## src/rtl/ycbcr422_pack.sv

```systemverilog
// Packs 24-bit 4:4:4 YCbCr pixels into 16-bit 4:2:2 beats, {Cb,Y0} then {Cr,Y1}.
// Latency: beat A is valid the cycle after the odd pixel is accepted.
// Backpressure: s_tready drops in ODD while a pair is pending and beat B is not completing.
`timescale 1ns/1ps
module ycbcr422_pack #(
    parameter bit CHROMA_ROUND = 1'b1
) (
    input  logic        clk,
    input  logic        rstn,
    input  logic [23:0] s_axis_video_tdata,
    input  logic        s_axis_video_tvalid,
    output logic        s_axis_video_tready,
    input  logic        s_axis_video_tlast,
    input  logic        s_axis_video_tuser,
    output logic [15:0] m_axis_video_tdata,
    output logic        m_axis_video_tvalid,
    input  logic        m_axis_video_tready,
    output logic        m_axis_video_tlast,
    output logic        m_axis_video_tuser,
    output logic        align_err
);

    typedef struct packed {
        logic [7:0] cr;
        logic [7:0] cb;
        logic [7:0] y;
    } pix_t;

    typedef enum logic {ST_EVEN = 1'b0, ST_ODD = 1'b1} state_t;

    // 9-bit sum keeps the carry; the optional +1 gives round-half-up.
    function automatic logic [7:0] chroma_avg(input logic [7:0] a, input logic [7:0] b);
        logic [8:0] sum;
        sum = {1'b0, a} + {1'b0, b} + {8'd0, CHROMA_ROUND};
        return sum[8:1];
    endfunction

    state_t      state_q, state_d;
    pix_t        hold_q, hold_d;
    logic        hold_user_q, hold_user_d;
    // pad_q: the held pixel ended an odd-length line and waits for the pair slot to free up
    logic        pad_q, pad_d;
    logic [15:0] a_dat_q, a_dat_d;
    logic        a_user_q, a_user_d;
    logic [15:0] b_dat_q, b_dat_d;
    logic        b_last_q, b_last_d;
    logic        pair_vld_q, pair_vld_d;
    logic        beat_sel_q, beat_sel_d;   // 0 = beat A, 1 = beat B
    logic        align_err_q, align_err_d;

    logic        slot_free;
    logic        s_rdy;
    logic        s_acc;
    logic        take_even;
    logic        load_pair;
    logic        load_pad;
    pix_t        in_pix;
    pix_t        pad_src;
    logic        pad_user;

    // Next-state logic for the input FSM, hold register and output pair register
    always_comb begin
        in_pix      = pix_t'(s_axis_video_tdata);
        slot_free   = !pair_vld_q || (beat_sel_q && m_axis_video_tready);
        s_rdy       = rstn && ((state_q == ST_EVEN) || (!pad_q && slot_free));
        s_acc       = s_axis_video_tvalid && s_rdy;

        state_d     = state_q;
        hold_d      = hold_q;
        hold_user_d = hold_user_q;
        pad_d       = pad_q;
        a_dat_d     = a_dat_q;
        a_user_d    = a_user_q;
        b_dat_d     = b_dat_q;
        b_last_d    = b_last_q;
        pair_vld_d  = pair_vld_q;
        beat_sel_d  = beat_sel_q;
        align_err_d = align_err_q;
        take_even   = 1'b0;
        load_pair   = 1'b0;
        load_pad    = 1'b0;
        pad_src     = in_pix;
        pad_user    = s_axis_video_tuser;

        // Drain the pending pair: A -> B -> empty
        if (pair_vld_q && m_axis_video_tready) begin
            if (!beat_sel_q) begin
                beat_sel_d = 1'b1;
            end else begin
                pair_vld_d = 1'b0;
                beat_sel_d = 1'b0;
            end
        end

        case (state_q)
            ST_EVEN: begin
                if (s_acc) take_even = 1'b1;
            end
            ST_ODD: begin
                if (pad_q) begin
                    if (slot_free) begin
                        load_pad = 1'b1;
                        pad_src  = hold_q;
                        pad_user = hold_user_q;
                        pad_d    = 1'b0;
                        state_d  = ST_EVEN;
                    end
                end else if (s_acc) begin
                    if (s_axis_video_tuser) begin
                        // SOF in the odd slot: drop the held pixel and restart the pair
                        align_err_d = 1'b1;
                        take_even   = 1'b1;
                    end else begin
                        load_pair = 1'b1;
                        state_d   = ST_EVEN;
                    end
                end
            end
            default: state_d = ST_EVEN;
        endcase

        // An even-slot pixel either closes a 1-pixel remainder directly or is held
        if (take_even) begin
            if (s_axis_video_tlast && slot_free) begin
                load_pad = 1'b1;
                state_d  = ST_EVEN;
            end else begin
                hold_d      = in_pix;
                hold_user_d = s_axis_video_tuser;
                pad_d       = s_axis_video_tlast;
                state_d     = ST_ODD;
            end
        end

        if (load_pair) begin
            a_dat_d  = {chroma_avg(hold_q.cb, in_pix.cb), hold_q.y};
            a_user_d = hold_user_q;
            b_dat_d  = {chroma_avg(hold_q.cr, in_pix.cr), in_pix.y};
            b_last_d = s_axis_video_tlast;
        end else if (load_pad) begin
            a_dat_d  = {pad_src.cb, pad_src.y};
            a_user_d = pad_user;
            b_dat_d  = {pad_src.cr, pad_src.y};
            b_last_d = 1'b1;
        end
        if (load_pair || load_pad) begin
            pair_vld_d = 1'b1;
            beat_sel_d = 1'b0;
        end
    end

    // State registers; reset discards any held pixel and pending pair
    always_ff @(posedge clk or negedge rstn) begin
        if (!rstn) begin
            state_q     <= ST_EVEN;
            hold_q      <= '0;
            hold_user_q <= 1'b0;
            pad_q       <= 1'b0;
            a_dat_q     <= '0;
            a_user_q    <= 1'b0;
            b_dat_q     <= '0;
            b_last_q    <= 1'b0;
            pair_vld_q  <= 1'b0;
            beat_sel_q  <= 1'b0;
            align_err_q <= 1'b0;
        end else begin
            state_q     <= state_d;
            hold_q      <= hold_d;
            hold_user_q <= hold_user_d;
            pad_q       <= pad_d;
            a_dat_q     <= a_dat_d;
            a_user_q    <= a_user_d;
            b_dat_q     <= b_dat_d;
            b_last_q    <= b_last_d;
            pair_vld_q  <= pair_vld_d;
            beat_sel_q  <= beat_sel_d;
            align_err_q <= align_err_d;
        end
    end

    assign s_axis_video_tready = s_rdy;
    assign m_axis_video_tvalid = pair_vld_q;
    assign m_axis_video_tdata  = beat_sel_q ? b_dat_q : a_dat_q;
    assign m_axis_video_tlast  = beat_sel_q & b_last_q;
    assign m_axis_video_tuser  = !beat_sel_q & a_user_q;
    assign align_err           = align_err_q;

endmodule

```

## config.mk

```make
export PLATFORM = sky130hd
export DESIGN_NAME = ycbcr422_pack
export DESIGN_NICKNAME = d
export VERILOG_FILES = /design/src/rtl/ycbcr422_pack.sv
export SDC_FILE = /design/constraint.sdc
export NUM_CORES = 1
export LEC_CHECK = 0
export BUFFER_PORTS_ARGS = -buffer_cell sky130_fd_sc_hd__buf_2
export CAP_MARGIN = 20
export CORE_ASPECT_RATIO = 0.6
export CORE_UTILIZATION = 26
export DETAILED_ROUTE_END_ITERATION = 10
export HOLD_SLACK_MARGIN = 0.15
export PLACE_DENSITY = 0.54
export REMOVE_ABC_BUFFERS = 1
export SLEW_MARGIN = 10
export SYNTH_ARGS = -nofsm -noshare
export SYNTH_HDL_FRONTEND = slang
export SYNTH_SLANG_ARGS = --single-unit
```

## constraint.sdc

```tcl
create_clock -name clk -period 2.71 [get_ports clk]
set_input_delay 0.271 -clock clk [delete_from_list [all_inputs] [get_ports clk]]
set_output_delay 0.271 -clock clk [all_outputs]
set_load 0.01 [all_outputs]
```

==> summary.txt, run 1 <==
Setup path
  – Slowest-stage cell, CP: or2_1
  – CP delay by family, top: simple AND/OR/NAND/NOR gates
  – CP Capture Type: register
  – CP Launch Type: input port
  – RR Startpoint: hold_q[8]
  – Critical setup path kind: in -> reg
  – Worst Path Max Fanout: 29
  – Worst reg2reg endpoint: a_dat_q[13]
  – Critical Path RT: 2.91 ns
  – R2R cell count: 7
  – Worst path cell trace: dlygate4sd3_1, buf_2, nand4b_1, and3_1, or2_1, buf_4, o21ai_0
  – Crit path DAT: 2.60 ns
  – Reg2Reg Setup Slack: 0.45 ns
  – Critical Path Max Stage Delay: 0.78 ns
  – CP Buf/Inv Count: 3
  – Critical path depth: 7

Timing
  – Setup WS post-layout: 0.317 ns
  – Fin Setup TNS: 0 ns
  – Fin crit period: 2.39 ns
  – Final Cycle Share: 88.3%
  – Tightest Pin Transition: 0.995 ns
  – Worst Clk Skew: 0.00617 ns
  – RSZ-0062 raised after global routing: no
  – Max Slew Vio Count: 0
  – Final hold vios: 0
  – Slew headroom: 33.6%
  – FMAX: 418 MHz
  – Setup violations, final: 0

Final layout
  – Number of nets in the layout: 475
  – Area grow syn2layout: 22.9%
  – Fraction of layout cells with a size suffix above 1: 30.2%
  – Fin area: 0.00466 mm2
  – Ant. Diodes: 0
  – Layout Cells excl Fill: 626
  – Final Util: 33.4%
  – Most common cell after layout, fill and taps aside: dfrtp_1
  – Commonest non-fill, non-tap cells in the layout: 64 x dfrtp_1, 60 x nand2_1, 50 x buf_2, 26 x nor2_1, 24 x mux2_2

GRT
  – Largest net degree at the start of global routing: 55
  – Overflow left after global routing: 0
  – Initial antenna violation count: 0
  – Vias in the first global route: 3011
  – First-pass GRT wire length: 16300 um
  – GRT Util Overall: 14.5%

Worst hold path
  – Worst Hold Class: in -> reg
  – Critical hold path startpoint: s_axis_video_tdata[23]
  – Destination of the worst hold path: hold_q[23]
  – WHS Path Cells: 2

Floorplan
  – Die Y: 95.6 um
  – Die width: 158 um
  – Num rows: 33
  – Number of I/O pins: 51
  – Die area: 0.0151 mm2
  – Core area: 0.0140 mm2
  – Starting Density: 27.2%

Place
  – Routability Congestion: 0.870
  – Pre-CTS setup slack: 0.472 ns
  – Dpl cells: 609
  – Placed wire-length estimate: 7110 um
  – Post-placement cell area: 0.00430 mm2
  – # port buffers: 50

Synth
  – Synthesized cell area: 0.00379 mm2
  – FF+latch count, synth: 64
  – Number of synthesized flops with an enable pin: 0
  – Post-synthesis sequential area ratio: 42.2%
  – Synth Flop Type: dfrtp_1
  – Mapped Avg Cell Area: 10.2 um2
  – Synth warnings: 0
  – Post-synth cell types: 49
  – Synth area leader: dfrtp_1
  – Asr flop ratio synth: 100%
  – Synth top area share: 42.2%
  – Top cells by area, synth: dfrtp_1 42%, mux2_4 7.5%, mux2_2 7.1%, nand2_1 5.9%, ha_1 4.6%
  – Syn Inst Count: 371

Detailed routing
  – Routed via count: 3002
  – Drt drc: 0
  – DRT antenna net count: 0
  – Detailed Route Iter0 Violations: 166
  – Routed WL: 10000 um
  – Drt pass-1 iters: 5
  – Via density: 4.80
  – Drt wl/cell: 16.0 um

Flow run
  – Number of max-cap violations: 0

Clock network
  – Clk_lat worst skew: 0.33 ns
  – TritonCTS clock tree: built
  – Longest Clk Path Bufs: 2
  – Clk sinks: 64
  – Clock Tree Root: clkbuf_16
  – Clock transition time at the flip-flop clock pins of the worst setup and hold paths: 0.06 ns
  – TritonCTS Buffers: 9
  – CTS H-tree depth: 3
  – Post CTS Setup Buffer Count: 0

Power and ir drop
  – Leak pwr: 2.24 nW
  – Peak supply drop: 0.333 mV
  – Power Density: 1190 mW/mm2

Status
  – Status: completed
==> sequential cells by signal, indices dropped and copies added, names as in the netlist <==
signal,flops
m_axis_video_tvalid,1
hold_q,24
state_q,1
hold_user_q,1
b_dat_q,16
a_dat_q,16
beat_sel_q,1
b_last_q,1
align_err,1
pad_q,1
a_user_q,1
==> worst max path at each step <==
stage / from / to
6_report: rstn / a_dat_q[6]
5_1_grt: rstn / a_dat_q[1]
4_1_cts: rstn / a_dat_q[6]
3_5_place_dp: hold_q[8] / a_dat_q[15]
3_3_place_gp: hold_q[8] / a_dat_q[15]
2_1_floorplan: beat_sel_q / hold_q[15]
==> through the flow <==
step,hold slack (ns),power [mW]
detailed placement,0.263,4.19
CTS,0.194,5.60
floorplan,-0.0246,3.40
finish,0.207,5.54
global route,0.200,5.98
global placement,0.265,4.14
==> layout make-up <==
cell class                 instances  area (um2)
fill                            1480        9290
clock buffer                      11         253
sequential                        64        1600
clock inverter                     5         103
multi-input combinational        284        2070
inverter                           2        7.51
timing repair buffer              68         388
tap                              192         240
==> routing by layer <==
| layer | GRT usage [%] | share of wire (%) |
|---|---|---|
| met3 | 4.18 | 6.3 |
| met2 | 20.4 | 41 |
| met1 | 21.1 | 52 |
| met4 | 4.25 | 0.83 |
| met5 | 0 | 0 |
==> worst register-to-register path, stage by stage, from the launching register on <==
cell,delay (ns)
dfrtp_1,0.41
or2_2,0.31
fa_1,0.42
a211oi_1,0.31
o21bai_1,0.12
a21o_1,0.20
a32o_1,0.25
o21ai_0,0.16
==> timing repair <==
action / in CTS / in global routing
gates resized for setup: 0 / 0
endpoints found under the hold margin: 10 / 0
hold buffers: 1 / 0
==> cells by family after synthesis <==
logic type / after synthesis / share of synthesized area, %
multiplexers: 56 / 18.1
adder cells (fa/ha/maj): 16 / 5.67
AND/OR/NAND/NOR: 113 / 12.9
buffers and inverters: 23 / 3.20
flip-flops: 64 / 42.2
XOR/XNOR: 3 / 0.693
AO/OA/AOI/OAI: 96 / 17.3
==> synthesized netlist by cell type, drive strengths merged, types with 3 or more instances <==
library cell  count
nand2            60
clkbuf            8
a21oi            13
o211ai            3
ha               14
nand3             3
xor2              3
dfrtp            64
nor3              5
o21bai            3
or2               3
buf              13
a32o              4
mux2i            13
a21o             10
or3               3
o21ai            25
nor2             27
a221o             3
o31ai             4
a211oi            4
a311oi            4
mux2             43
a31oi             8
and2              4
==> power breakdown <==
| group | total [mW] | internal (mW) | switching, mW |
|---|---|---|---|
| clock network | 1.37 | 0.947 | 0.425 |
| logic | 2.38 | 1.20 | 1.18 |
| registers | 1.79 | 1.44 | 0.352 |
Power figures use the tool's default switching activity.
==> run 2, diff against run 1 <==
--- a/config.mk
+++ b/config.mk
@@ -9,6 +9,7 @@
 export CAP_MARGIN = 20
 export CORE_ASPECT_RATIO = 0.6
 export CORE_UTILIZATION = 26
+export CTS_BUF_LIST = sky130_fd_sc_hd__clkbuf_2 sky130_fd_sc_hd__clkbuf_4 sky130_fd_sc_hd__clkbuf_8
 export DETAILED_ROUTE_END_ITERATION = 10
 export HOLD_SLACK_MARGIN = 0.15
 export PLACE_DENSITY = 0.54
==> run 2 against run 1 <==
  * Critical path depth is the same
  * Fmax is 0.83% lower
  * Setup slack worse by 0.020 ns
  * Register-to-register slack got worse by 0.02 ns
  * Sequential share of layout area grew 0.76 points
==> summary.txt, run 2 (same netlist as run 1, synthesis figures left out) <==
Detailed routing
  – Via density: 4.77
  – Routed via count: 2986
  – Detailed Route Iter0 Violations: 131
  – Drt drc: 0
  – Drt wl/cell: 16.0 um
  – Routed WL: 10000 um
  – DRT antenna net count: 0
  – Drt pass-1 iters: 4

Clock network
  – Longest Clk Path Bufs: 2
  – Clock transition time at the flip-flop clock pins of the worst setup and hold paths: 0.07 ns
  – Clock Tree Root: clkbuf_8
  – Post CTS Setup Buffer Count: 0
  – CTS H-tree depth: 3
  – TritonCTS clock tree: built
  – Clk sinks: 64
  – Clk_lat worst skew: 0.34 ns
  – TritonCTS Buffers: 9

GRT
  – Met2 Use GR: 20.3%
  – Most used routing layer: met1
  – GRT Util Overall: 14.4%
  – Met3 usage in global routing: 4.18%
  – Initial antenna violation count: 0
  – Largest net degree at the start of global routing: 55
  – Overflow left after global routing: 0
  – Met1 Track Usage GR: 21.1%
  – Vias in the first global route: 3008
  – First-pass GRT wire length: 16300 um

Flow run
  – Number of max-cap violations: 0

Timing
  – Fin crit period: 2.41 ns
  – Final hold slack: 0.189 ns
  – Worst Clk Skew: 0.00716 ns
  – Fin Setup TNS: 0 ns
  – Setup WS post-layout: 0.297 ns
  – RSZ-0062 raised after global routing: no
  – Slew headroom: 31.3%
  – Final hold vios: 0
  – Final Cycle Share: 89.0%
  – Tightest Pin Transition: 1.03 ns
  – Max Slew Vio Count: 0
  – FMAX: 414 MHz
  – Setup violations, final: 0

Setup path
  – Crit path DAT: 2.64 ns
  – Critical setup path kind: in -> reg
  – Critical Path RT: 2.94 ns
  – CP Capture Type: register
  – CP Launch Type: input port
  – RR Startpoint: hold_q[8]
  – Worst Path Max Fanout: 29
  – Worst Setup SP: rstn

Place
  – Dpl cells: 609
  – Placed wire-length estimate: 7110 um
  – Post-placement cell area: 0.00430 mm2
  – Pre-CTS setup slack: 0.472 ns
  – # port buffers: 50
  – Routability Congestion: 0.870

Power and ir drop
  – Switching part of the total: 36.8%
  – Leak pwr: 2.20 nW
  – Sequential power share: 34.2%
  – Total power: 5.21 mW
  – Peak supply drop: 0.336 mV
  – Psw: 1.92 mW
  – Int Pwr: 3.29 mW
  – Power Density: 1140 mW/mm2
  – Gate power share: 45.7%
  – Clk network pwr share: 20.1%

Final layout
  – Largest registers: hold_q x24, a_dat_q x16, b_dat_q x16
  – Max reg flops: 24
  – Number of nets in the layout: 475
  – Most common cell after layout, fill and taps aside: dfrtp_1
  – Layout Cells excl Fill: 626
  – Ant. Diodes: 0
  – Commonest non-fill, non-tap cells in the layout: 64 x dfrtp_1, 60 x nand2_1, 50 x buf_2, 26 x nor2_1, 24 x mux2_2
  – Fraction of layout cells with a size suffix above 1: 30.2%
  – Biggest register: hold_q
  – Final Util: 32.7%
  – Area grow syn2layout: 20.3%
  – Fin area: 0.00456 mm2

Floorplan
  – Die area: 0.0151 mm2
  – Die width: 158 um
  – Num rows: 33
  – Core area: 0.0140 mm2
  – Number of I/O pins: 51
  – Die Y: 95.6 um
  – Starting Density: 27.2%

Status
  – Status: completed

Worst hold path
  – Worst Hold Class: in -> reg
  – Critical hold path startpoint: s_axis_video_tdata[23]
-- run 2: changes by cell type in the layout (fill, tap and decap cells not counted) --
cell / previous run / this run
clkbuf_16: 9 / 0
clkbuf_8: 2 / 11
-- run 2: routing by layer --
| layer | part of all wire [%] | wire, um |
|---|---|---|
| met4 | 0.95 | 95 |
| met5 | 0 | 0 |
| met2 | 40 | 3970 |
| met1 | 53 | 5290 |
| met3 | 6.6 | 656 |
-- run 2: power by group through the flow --
stage          combinational, mW  sequential (mW)  clock, mW
3_5_place_dp                2.39             1.79          0
4_1_cts                     2.40             1.78       1.08
3_3_place_gp                2.36             1.78          0
5_1_grt                     2.65             1.86       1.13
6_report                    2.38             1.78       1.05
2_1_floorplan               1.67             1.73          0
-- run 2: worst paths after layout --
path | to | slack, ns | depth (start not counted)
max in group asynchronous | hold_q[10] | 1.47 | 3
min | hold_q[23] | 0.19 | 2
min reg2reg | a_dat_q[9] | 0.48 | 1
max reg2reg | a_dat_q[15] | 0.43 | 7
max | a_dat_q[6] | 0.30 | 7
min in group asynchronous | beat_sel_q | 0.55 | 3
-- run 2: cell type report --
type                       count  area, um2
tap                          192        240
timing repair buffer          68        388
fill                        1491       9390
sequential                    64       1600
inverter                       2       7.51
multi-input combinational    284       2070
clock inverter                 5        103
clock buffer                  11        151
-- run 2: critical path: stages --
cell           delay (ns)
dlygate4sd3_1        0.59
buf_2                0.17
nand4b_1             0.13
and3_1               0.25
or2_1                0.81
buf_4                0.31
o21ai_0              0.11
-- run 2: timing repair --
| item | 4_1_cts | 5_1_grt |
|---|---|---|
| hold buffers | 1 | 0 |
| gates resized for setup | 0 | 0 |
| endpoints found under the hold margin | 54 | 0 |
